File: config.mk
export PLATFORM = sky130hd
export DESIGN_NAME = id_queue_sched
export DESIGN_NICKNAME = d
export VERILOG_FILES = /design/src/rtl/id_queue_sched_id_queue.sv /design/src/rtl/id_queue_sched.sv
export SDC_FILE = /design/constraint.sdc
export NUM_CORES = 1
export LEC_CHECK = 0
export BUFFER_PORTS_ARGS = -buffer_cell sky130_fd_sc_hd__buf_2
export CAP_MARGIN = 20
export CORE_MARGIN = 2
export CORE_UTILIZATION = 41
export CTS_CLUSTER_SIZE = 25
export DETAILED_ROUTE_END_ITERATION = 8
export PLACE_DENSITY = 0.58
export SETUP_SLACK_MARGIN = 0.4
export SLEW_MARGIN = 5
export SYNTH_ARGS = -nofsm -noshare
export SYNTH_HDL_FRONTEND = slang
export SYNTH_HIERARCHICAL = 1
export SYNTH_SLANG_ARGS = --single-unit
File: constraint.sdc
create_clock -name clk_i -period 5.43 [get_ports clk_i]
set_input_delay 0.8145 -clock clk_i [delete_from_list [all_inputs] [get_ports clk_i]]
set_output_delay 0.8145 -clock clk_i [all_outputs]
set_load 0.1 [all_outputs]
File: src/rtl/id_queue_sched_id_queue.sv
// id_queue: an ID-indexed queue of up to CAPACITY elements with per-ID
// FIFO order.
//
// Storage is kept compacted in insertion order: slot 0 is the oldest
// element. A lookup returns the lowest-indexed (oldest) slot whose ID
// matches. Popping it shifts every younger slot down by one. This keeps
// the per-ID order intact without any linked-list bookkeeping.
//
// Ports:
//   clk_i, rst_ni        clock, asynchronous active-low reset (empties queue)
//   inp_id_i/inp_data_i  push payload
//   inp_req_i/inp_gnt_o  push handshake; gnt is low only when the queue is full
//   exists_*             masked data-match query (any stored element)
//   oup_id_i             lookup ID
//   oup_pop_i            remove the matched element when oup_req_i is set
//   oup_req_i/oup_gnt_o  lookup handshake; always granted
//   oup_data_o           oldest element for oup_id_i; valid iff oup_data_valid_o
//   usage_o              number of stored elements
module id_queue #(
  parameter int unsigned ID_WIDTH = 1,
  parameter int unsigned CAPACITY = 8,
  parameter type         data_t   = logic
) (
  input  logic                          clk_i,
  input  logic                          rst_ni,
  input  logic [ID_WIDTH-1:0]           inp_id_i,
  input  data_t                         inp_data_i,
  input  logic                          inp_req_i,
  output logic                          inp_gnt_o,
  input  data_t                         exists_data_i,
  input  data_t                         exists_mask_i,
  input  logic                          exists_req_i,
  output logic                          exists_o,
  output logic                          exists_gnt_o,
  input  logic [ID_WIDTH-1:0]           oup_id_i,
  input  logic                          oup_pop_i,
  input  logic                          oup_req_i,
  output data_t                         oup_data_o,
  output logic                          oup_data_valid_o,
  output logic                          oup_gnt_o,
  output logic [$clog2(CAPACITY+1)-1:0] usage_o
);

  localparam int unsigned CntW = $clog2(CAPACITY + 1);

  typedef logic [ID_WIDTH-1:0] id_t;

  id_t             ids_q  [CAPACITY];
  id_t             ids_d  [CAPACITY];
  data_t           data_q [CAPACITY];
  data_t           data_d [CAPACITY];
  logic [CntW-1:0] cnt_q, cnt_d;

  logic            hit;
  logic [CntW-1:0] hit_idx;
  logic            exists_hit;
  logic            do_pop, do_push;

  always_comb begin
    hit        = 1'b0;
    hit_idx    = '0;
    oup_data_o = data_q[0];
    exists_hit = 1'b0;
    for (int unsigned i = 0; i < CAPACITY; i++) begin
      if (CntW'(i) < cnt_q) begin
        if (!hit && ids_q[i] == oup_id_i) begin
          hit        = 1'b1;
          hit_idx    = CntW'(i);
          oup_data_o = data_q[i];
        end
        if (((data_q[i] ^ exists_data_i) & exists_mask_i) == '0) begin
          exists_hit = 1'b1;
        end
      end
    end
  end

  assign oup_data_valid_o = hit;
  assign oup_gnt_o        = oup_req_i;
  assign inp_gnt_o        = (cnt_q != CntW'(CAPACITY));
  assign exists_o         = exists_req_i && exists_hit;
  assign exists_gnt_o     = exists_req_i;
  assign usage_o          = cnt_q;

  assign do_pop  = oup_req_i && oup_pop_i && hit;
  assign do_push = inp_req_i && inp_gnt_o;

  always_comb begin
    ids_d  = ids_q;
    data_d = data_q;
    cnt_d  = cnt_q;
    if (do_pop) begin
      for (int unsigned i = 0; i + 1 < CAPACITY; i++) begin
        if (CntW'(i) >= hit_idx) begin
          ids_d[i]  = ids_q[i+1];
          data_d[i] = data_q[i+1];
        end
      end
      cnt_d = cnt_q - CntW'(1);
    end
    // Append after any pop compaction so a same-cycle push lands at the new tail.
    if (do_push) begin
      for (int unsigned i = 0; i < CAPACITY; i++) begin
        if (CntW'(i) == cnt_d) begin
          ids_d[i]  = inp_id_i;
          data_d[i] = inp_data_i;
        end
      end
      cnt_d = cnt_d + CntW'(1);
    end
  end

  always_ff @(posedge clk_i or negedge rst_ni) begin
    if (!rst_ni) begin
      cnt_q <= '0;
      for (int unsigned i = 0; i < CAPACITY; i++) begin
        ids_q[i]  <= '0;
        data_q[i] <= '0;
      end
    end else begin
      cnt_q  <= cnt_d;
      ids_q  <= ids_d;
      data_q <= data_d;
    end
  end

endmodule

File: src/rtl/id_queue_sched.sv
// id_queue_sched: shares one id_queue between N_INP push requesters and a
// single lookup/pop requester. The queue takes one operation per cycle.
// Pushers are arbitrated round-robin. Pushes normally win over the pop port,
// but after MAX_STREAK consecutive push grants with a pending lookup, pushes
// are held off for one cycle so that the lookup is served.
//
// Ports:
//   clk_i, rst_ni       clock, asynchronous active-low reset
//   inp_id_i            packed per-requester push IDs (requester i at slice i)
//   inp_data_i          packed per-requester push data
//   inp_valid_i         push requests
//   inp_ready_o         push accepted, one-hot or zero
//   oup_id_i            lookup ID
//   oup_pop_i           dequeue the found element when granted
//   oup_req_i           lookup request
//   oup_gnt_o           lookup served this cycle
//   oup_data_o          head element for oup_id_i, valid iff oup_data_valid_o
//   oup_data_valid_o    ID was present
//   usage_o             elements stored
//   full_o / empty_o    usage_o == CAPACITY / usage_o == 0
module id_queue_sched #(
  parameter int unsigned ID_WIDTH   = 1,
  parameter int unsigned CAPACITY   = 8,
  parameter int unsigned N_INP      = 2,
  parameter int unsigned MAX_STREAK = 4,
  parameter type         data_t     = logic
) (
  input  logic                          clk_i,
  input  logic                          rst_ni,
  input  logic [N_INP*ID_WIDTH-1:0]     inp_id_i,
  input  logic [N_INP*$bits(data_t)-1:0] inp_data_i,
  input  logic [N_INP-1:0]              inp_valid_i,
  output logic [N_INP-1:0]              inp_ready_o,
  input  logic [ID_WIDTH-1:0]           oup_id_i,
  input  logic                          oup_pop_i,
  input  logic                          oup_req_i,
  output logic                          oup_gnt_o,
  output data_t                         oup_data_o,
  output logic                          oup_data_valid_o,
  output logic [$clog2(CAPACITY+1)-1:0] usage_o,
  output logic                          full_o,
  output logic                          empty_o
);

  localparam int unsigned DW = $bits(data_t);
  localparam int unsigned UW = $clog2(CAPACITY + 1);
  localparam int unsigned RW = (N_INP > 1) ? $clog2(N_INP) : 1;
  localparam int unsigned SW = $clog2(MAX_STREAK + 1);

  typedef logic [ID_WIDTH-1:0] id_t;

  logic [RW-1:0] rr_q, rr_d;
  logic [SW-1:0] streak_q, streak_d;
  logic [UW-1:0] usage_q, usage_d;

  logic          found;
  logic [RW-1:0] winner;
  id_t           push_id;
  data_t         push_data;
  logic          block_push, push_gnt, pop_gnt;

  logic          q_inp_gnt, q_exists, q_exists_gnt, q_oup_gnt, q_valid;
  data_t         q_data;
  logic [UW-1:0] q_usage;

  // Round-robin search: first pass covers rr_q..N_INP-1, second pass wraps
  // to 0..rr_q-1. Payload of the winner is captured on the way.
  always_comb begin
    found     = 1'b0;
    winner    = '0;
    push_id   = '0;
    push_data = '0;
    for (int unsigned i = 0; i < N_INP; i++) begin
      if (!found && inp_valid_i[i] && RW'(i) >= rr_q) begin
        found     = 1'b1;
        winner    = RW'(i);
        push_id   = inp_id_i[i*ID_WIDTH +: ID_WIDTH];
        push_data = inp_data_i[i*DW +: DW];
      end
    end
    for (int unsigned i = 0; i < N_INP; i++) begin
      if (!found && inp_valid_i[i] && RW'(i) < rr_q) begin
        found     = 1'b1;
        winner    = RW'(i);
        push_id   = inp_id_i[i*ID_WIDTH +: ID_WIDTH];
        push_data = inp_data_i[i*DW +: DW];
      end
    end
  end

  assign full_o     = (usage_q == UW'(CAPACITY));
  assign empty_o    = (usage_q == '0);
  assign usage_o    = usage_q;
  assign block_push = oup_req_i && (streak_q == SW'(MAX_STREAK));

  // Handshakes are qualified with rst_ni so that nothing completes while
  // the asynchronous reset is asserted.
  assign push_gnt = rst_ni && found && !full_o && !block_push;
  assign pop_gnt  = rst_ni && oup_req_i && !push_gnt;

  always_comb begin
    for (int unsigned i = 0; i < N_INP; i++) begin
      inp_ready_o[i] = push_gnt && (RW'(i) == winner);
    end
  end

  assign oup_gnt_o        = pop_gnt;
  assign oup_data_valid_o = pop_gnt && q_valid;
  assign oup_data_o       = q_data;

  always_comb begin
    rr_d = rr_q;
    if (push_gnt) begin
      rr_d = (winner == RW'(N_INP - 1)) ? '0 : winner + RW'(1);
    end
  end

  always_comb begin
    streak_d = streak_q;
    if (!oup_req_i || pop_gnt) begin
      streak_d = '0;
    end else if (push_gnt && streak_q != SW'(MAX_STREAK)) begin
      streak_d = streak_q + SW'(1);
    end
  end

  always_comb begin
    usage_d = usage_q;
    if (push_gnt) begin
      usage_d = usage_q + UW'(1);
    end else if (pop_gnt && oup_pop_i && q_valid) begin
      usage_d = usage_q - UW'(1);
    end
  end

  always_ff @(posedge clk_i or negedge rst_ni) begin
    if (!rst_ni) begin
      rr_q     <= '0;
      streak_q <= '0;
      usage_q  <= '0;
    end else begin
      rr_q     <= rr_d;
      streak_q <= streak_d;
      usage_q  <= usage_d;
    end
  end

  id_queue #(
    .ID_WIDTH (ID_WIDTH),
    .CAPACITY (CAPACITY),
    .data_t   (data_t)
  ) i_queue (
    .clk_i            (clk_i),
    .rst_ni           (rst_ni),
    .inp_id_i         (push_id),
    .inp_data_i       (push_data),
    .inp_req_i        (push_gnt),
    .inp_gnt_o        (q_inp_gnt),
    .exists_data_i    ('0),
    .exists_mask_i    ('1),
    .exists_req_i     (1'b0),
    .exists_o         (q_exists),
    .exists_gnt_o     (q_exists_gnt),
    .oup_id_i         (oup_id_i),
    .oup_pop_i        (oup_pop_i),
    .oup_req_i        (pop_gnt),
    .oup_data_o       (q_data),
    .oup_data_valid_o (q_valid),
    .oup_gnt_o        (q_oup_gnt),
    .usage_o          (q_usage)
  );

  a_ready_onehot0: assert property (@(posedge clk_i) disable iff (!rst_ni)
    $onehot0(inp_ready_o));
  a_usage_match: assert property (@(posedge clk_i) disable iff (!rst_ni)
    q_usage == usage_q);
  a_push_accepted: assert property (@(posedge clk_i) disable iff (!rst_ni)
    push_gnt |-> q_inp_gnt);
  a_pop_served: assert property (@(posedge clk_i) disable iff (!rst_ni)
    q_oup_gnt == pop_gnt);
  a_exists_idle: assert property (@(posedge clk_i) disable iff (!rst_ni)
    !q_exists && !q_exists_gnt);

endmodule

Word level (Yosys, flattened, before mapping)
Cells that the tools add are included.

Input bits: 11. Register bits: 28. Output and inout port bits: 11. Word-level logic and storage cells: 212.

Reductions and logical operators: 47. Equality and inequality tests: 19. Add/sub/neg operators: 6. Order comparisons: 19. Bitwise logic cells: 1. Multiplexer cells: 100.

Operators by type and width (number): $mux 1 (77); $mux 4 (17); $logic_and 1x1->1 (27); $eq 3x4->1 const A (4); $lt 3x4->1 const A (4); $mux 8 (2); $logic_not 1->1 (14); $mux 7 (2); $ge 3x4->1 const A (3); $add 4x1->4 const B (2); $eq 1x1->1 (8); $eq 2x4->1 const A (2); $ge 1x4->1 const A (2); $ge 2x4->1 const A (2); $logic_not 4->1 (2); $lt 1x4->1 const A (2); $lt 2x4->1 const A (2); $sub 4x1->4 const B (2); $mux 3 (2); $eq 1x4->1 const A (1); $eq 4x4->1 const B (1); $ne 4x4->1 const B (1); $reduce_bool 2->1 (2); $add 3x1->3 const B (1); 8 further kinds (10).

Logic depth before layout (Yosys ltp)
Word-level depth: 36. Mapped depth: 14. Gate-level depth less buffers: 13.

Hierarchy
Netlist, hierarchy kept.

By module, submodules not included: id_queue (instances 1, cells an instance 211, area an instance 1863.0 µm², sequential area each 500.5 µm²); id_queue_sched (instances 1, cells an instance 57, area an instance 596.8 µm², sequential area each 200.2 µm²).

Worst setup path after synthesis
No wires, ideal clock.

Path type: reg-to-reg. Start: register usage_o[3] (netlist name). End: register i_queue/data_q[0] in the netlist's numbering. Setup slack: -0.535 ns. Arrival time: 5.837 ns. Clock period less this slack: 5.965 ns. Setup time: 0.128 ns. Data required time: 5.302 ns. Path buffers: 1. Stages on the path, launching flop included: 13. Path through: dfrtp_1 nor4b_2 a311o_1 buf_6 and3_1 nand2_1 a21oi_2 o21ai_0 inv_1 ha_1 nand2_1 nor2_1 mux2_1.

RTL lines: to (signal assigned) (line id_queue_sched_id_queue.sv:123) `data_q <= data_d;`; to (decl) (line id_queue_sched_id_queue.sv:50) `data_t data_q [CAPACITY];`.

Worst setup path after layout
Start: register i_queue.cnt_q[0], in the netlist i_queue/usage_o[0]. End: output oup_data_o.

Longest elaborated chain between the ends: 30. Elaborated cells between the ends (all ways): 49. Classes of those cells: order compare (8); mux (27); reduce/logical (14).

RTL lines: from (decl) (line id_queue_sched_id_queue.sv:52) `logic [CntW-1:0] cnt_q, cnt_d;`; from (signal assigned) (line id_queue_sched_id_queue.sv:121) `cnt_q <= cnt_d;`; $lt 1x4->1 (line id_queue_sched_id_queue.sv:65) `if (CntW'(i) < cnt_q) begin`; $mux 1 (line id_queue_sched_id_queue.sv:65); $logic_not 1->1 (line id_queue_sched_id_queue.sv:66) `if (!hit && ids_q[i] == oup_id_i) begin`; $logic_and 1x1->1 (line id_queue_sched_id_queue.sv:66); $mux 1 (line id_queue_sched_id_queue.sv:66); $mux 1 (line id_queue_sched_id_queue.sv:65); $logic_not 1->1 (line id_queue_sched_id_queue.sv:66); $logic_and 1x1->1 (line id_queue_sched_id_queue.sv:66); [... 14 more ...]; $logic_not 1->1 (line id_queue_sched_id_queue.sv:66); $logic_and 1x1->1 (line id_queue_sched_id_queue.sv:66); $mux 1 (line id_queue_sched_id_queue.sv:66); $mux 1 (line id_queue_sched_id_queue.sv:65); $logic_not 1->1 (line id_queue_sched_id_queue.sv:66); $logic_and 1x1->1 (line id_queue_sched_id_queue.sv:66); $mux 1 (line id_queue_sched_id_queue.sv:66); $mux 1 * (line id_queue_sched_id_queue.sv:65); to (decl) (line id_queue_sched.sv:38) `output data_t oup_data_o,`.

Every way passes the cells marked *; elsewhere a longest branch is shown, timed or not.

==> metrics.txt <==
# TYPE chip_impl_metric gauge
chip_impl_info{name="run_status",value="complete, no violations"} 1
chip_impl_metric{name="postSynthAreaPerCell",unit="sq um"} 9.63
chip_impl_metric{name="viasPerCell",unit=""} 5.38
chip_impl_metric{name="globalRouteMet3Util",unit="%"} 2.07
chip_impl_metric{name="grt_pass1_wl",unit="um"} 8460
chip_impl_metric{name="drc_errors",unit=""} 0
chip_impl_metric{name="grt_start_max_net_pins",unit=""} 35
chip_impl_metric{name="ctsHtreeMaxLevel",unit=""} 1
chip_impl_metric{name="critPathMaxFanout",unit=""} 10
chip_impl_metric{name="final_nets",unit=""} 279
chip_impl_metric{name="layoutNonFillerInstCount",unit=""} 326
chip_impl_metric{name="cellLeakagePower",unit="nW"} 1.14
chip_impl_metric{name="setup-violations-final",unit=""} 0
chip_impl_metric{name="maxSlewViolCount",unit=""} 0
chip_impl_metric{name="dp_hpwl",unit="um"} 3900
chip_impl_metric{name="total_power",unit="mW"} 1.40
chip_impl_metric{name="yosys_warnings",unit=""} 6
chip_impl_metric{name="placement_rows",unit=""} 27
chip_impl_metric{name="routed_wirelength",unit="um"} 4920
chip_impl_metric{name="wire_per_inst",unit="um"} 15.1
chip_impl_metric{name="detail-route-antenna-nets",unit=""} 0
chip_impl_metric{name="multi_input_area",unit="sq um"} 1510
chip_impl_metric{name="cts_resized",unit=""} 0
chip_impl_metric{name="io_buffers",unit=""} 21
chip_impl_info{name="critical_path.cell_chain",value="inv_1 > ha_1 > nor2_1 > o21a_1 > a311oi_4 > o21ai_0 > o211ai_1 > and3_1 > buf_2"} 1
chip_impl_metric{name="first_pass_iters",unit=""} 4
chip_impl_metric{name="drive_gt1_share",unit="%"} 23.2
chip_impl_metric{name="final.fill_count",unit=""} 506
chip_impl_info{name="rsz0062_at_grt",value="no"} 1
chip_impl_metric{name="worstSkewPairLatency",unit="ps"} 280
chip_impl_metric{name="global_route.usage.total",unit="%"} 17.4
chip_impl_metric{name="max_slew.worst_pin.slew",unit="ps"} 578
chip_impl_metric{name="maxCapViolCount",unit=""} 0
chip_impl_info{name="cts.root.buffer_cell",value="clkbuf_8"} 1
chip_impl_metric{name="final_core_utilization",unit="%"} 46.2
chip_impl_info{name="worst_setup_path_start_kind",value="flop"} 1
chip_impl_metric{name="core_region_area",unit="sq um"} 5440
chip_impl_metric{name="tritoncts.num_buffers",unit=""} 3
chip_impl_metric{name="die_area",unit="sq um"} 6150
chip_impl_metric{name="fin_crit",unit="ps"} 3940
chip_impl_metric{name="slew_headroom",unit="%"} 61.5
chip_impl_metric{name="max_stage_delay",unit="ps"} 520
chip_impl_metric{name="floorplan.io_pins",unit=""} 22
chip_impl_info{name="worst_path_max_delay_cell",value="a311oi_4"} 1
chip_impl_metric{name="timing.setup.tns",unit="ps"} 0
chip_impl_metric{name="grt_antenna_before_repair",unit=""} 0
chip_impl_metric{name="floorplan.die.width",unit="um"} 78.4
chip_impl_info{name="cts_tree",value="done"} 1
chip_impl_metric{name="fin_skew",unit="ps"} 4.13
chip_impl_metric{name="use_met2",unit="%"} 25.3
chip_impl_metric{name="cts-hold-fix-buffers",unit=""} 0
chip_impl_metric{name="grt_pass1_vias",unit=""} 1673
chip_impl_metric{name="n_antenna_cell",unit=""} 0
chip_impl_metric{name="via_count",unit=""} 1755
chip_impl_metric{name="post-cts-setup-buffer-count",unit=""} 0
chip_impl_info{name="classification_of_the_worst_setup_path",value="flop to output pin"} 1
chip_impl_metric{name="max_freq",unit="MHz"} 254
chip_impl_info{name="capturing_element_type_of_the_critical_path",value="output pin"} 1
chip_impl_metric{name="maximum_count_of_clock_buffers_along_a_single_path",unit=""} 2
chip_impl_metric{name="congestion_overflow_gr",unit=""} 0
chip_impl_info{name="worst_hold_path_type",value="flop to flop"} 1
chip_impl_metric{name="cellPowerDensity",unit="nW/um^2"} 558
chip_impl_metric{name="clkSinkCount",unit=""} 28
chip_impl_metric{name="vdd.ir_drop.worst",unit="mV"} 0.295
chip_impl_metric{name="critPathArrivalTime",unit="ps"} 3120
chip_impl_metric{name="synth_nets",unit=""} 260
chip_impl_info{name="routing_layer_with_the_top_usage_in_global_route",value="met1"} 1
chip_impl_metric{name="initial_core_util",unit="%"} 41.8
chip_impl_metric{name="fin_crit_sh",unit="%"} 72.5
chip_impl_metric{name="timing.final.hold_violations",unit=""} 0
chip_impl_metric{name="synthCells",unit=""} 236
chip_impl_metric{name="critPathRequiredTime",unit="ps"} 4620
chip_impl_metric{name="area.growth.synth_to_final",unit="%"} 10.6
chip_impl_metric{name="synthesis.area",unit="sq um"} 2270
chip_impl_metric{name="gp_congestion",unit=""} 0.827
chip_impl_metric{name="register_area",unit="sq um"} 701
chip_impl_metric{name="drtIter0Drc",unit=""} 146
chip_impl_metric{name="dp_cells",unit=""} 322
chip_impl_metric{name="cts.clk_slew.worst_paths",unit="ps"} 100
chip_impl_metric{name="die_height",unit="um"} 78.4
chip_impl_metric{name="gr-usage-met1",unit="%"} 27.1
final cells by class:
class / instances / share of cell area (%)
Multi-Input combinational cell: 192 / 60.0
Clock buffer: 3 / 1.64
Sequential cell: 28 / 27.9
Inverter: 8 / 1.20
Tap cell: 72 / 3.59
Clock inverter: 1 / 1.20
Timing Repair Buffer: 22 / 4.48
critical path: cells and delay by family, from the launching register on:
family	cells	cell delay, ps
AOI/OAI and AO/OA	4	1160
DFF	1	460
adders and majority gates	1	320
and+or+nand+nor	2	290
buffers and inverters	2	610
per-layer routing:
layer / up-vias / share of wire, %
met5: - / 0
met3: 5 / 4.6
met2: 50 / 42
met4: 0 / 1.1
met1: 822 / 52
li1: 878 / -
placed cells by master, fill, tap and decap left out, types with 2 or more instances in the layout:
cell type and instances:
a211o_1 2, a211oi_1 2, a21boi_0 2, a21o_1 2, a21oi_1 8, a21oi_2 2
a22o_1 2, a31oi_1 2, and2_1 3, and3_1 2, buf_2 21, clkbuf_8 3
dfrtp_1 28, ha_1 12, inv_1 8, mux2_1 14, mux2_2 20, mux2_4 2
mux2i_1 4, nand2_1 17, nand2b_1 2, nand3_1 7, nor2_1 25, nor2b_1 7
nor3_1 3, nor4_1 2, o21ai_0 12, xnor2_1 7, xor2_1 7
sequential cells by signal (all words and copies together), names as in the netlist:
| signal | count |
|---|---|
| i_queue/data_q | 8 |
| usage_o | 4 |
| streak_q | 3 |
| i_queue/ids_q | 8 |
| rr_q | 1 |
| i_queue/usage_o | 4 |
where the power goes:
group | switching [mW] | internal (mW) | leakage [nW]
Combinational | 0.525 | 0.299 | 0.748
Clock | 0.0690 | 0.0988 | 0.0357
Sequential | 0.122 | 0.289 | 0.361
final timing paths:
path                            slack, ps                 end               start  cells after the start
worst max-delay path                 1490          oup_data_o  i_queue/usage_o[0]                      9
worst min register to register        540                rr_q                rr_q                      2
worst max register to register       1870   i_queue/data_q[3]          usage_o[0]                     11
min in group asynchronous             590    i_queue/ids_q[3]              rst_ni                      2
max in group asynchronous            4540  i_queue/usage_o[0]              rst_ni                      2
worst min-delay path                  540                rr_q                rr_q                      2
stage by stage:
| step | hold WS [ps] | instance area (sq um) | worst slack, ps |
|---|---|---|---|
| 2_1_floorplan | 477 | 2280 | 600 |
| 3_3_place_gp | 525 | 2440 | 1570 |
| 3_5_place_dp | 520 | 2440 | 1540 |
| 4_1_cts | 537 | 2510 | 1500 |
| 5_1_grt | 577 | 2510 | 1290 |
| 6_report | 538 | 2510 | 1490 |
No activity file was read; power rests on OpenSTA's default activity.
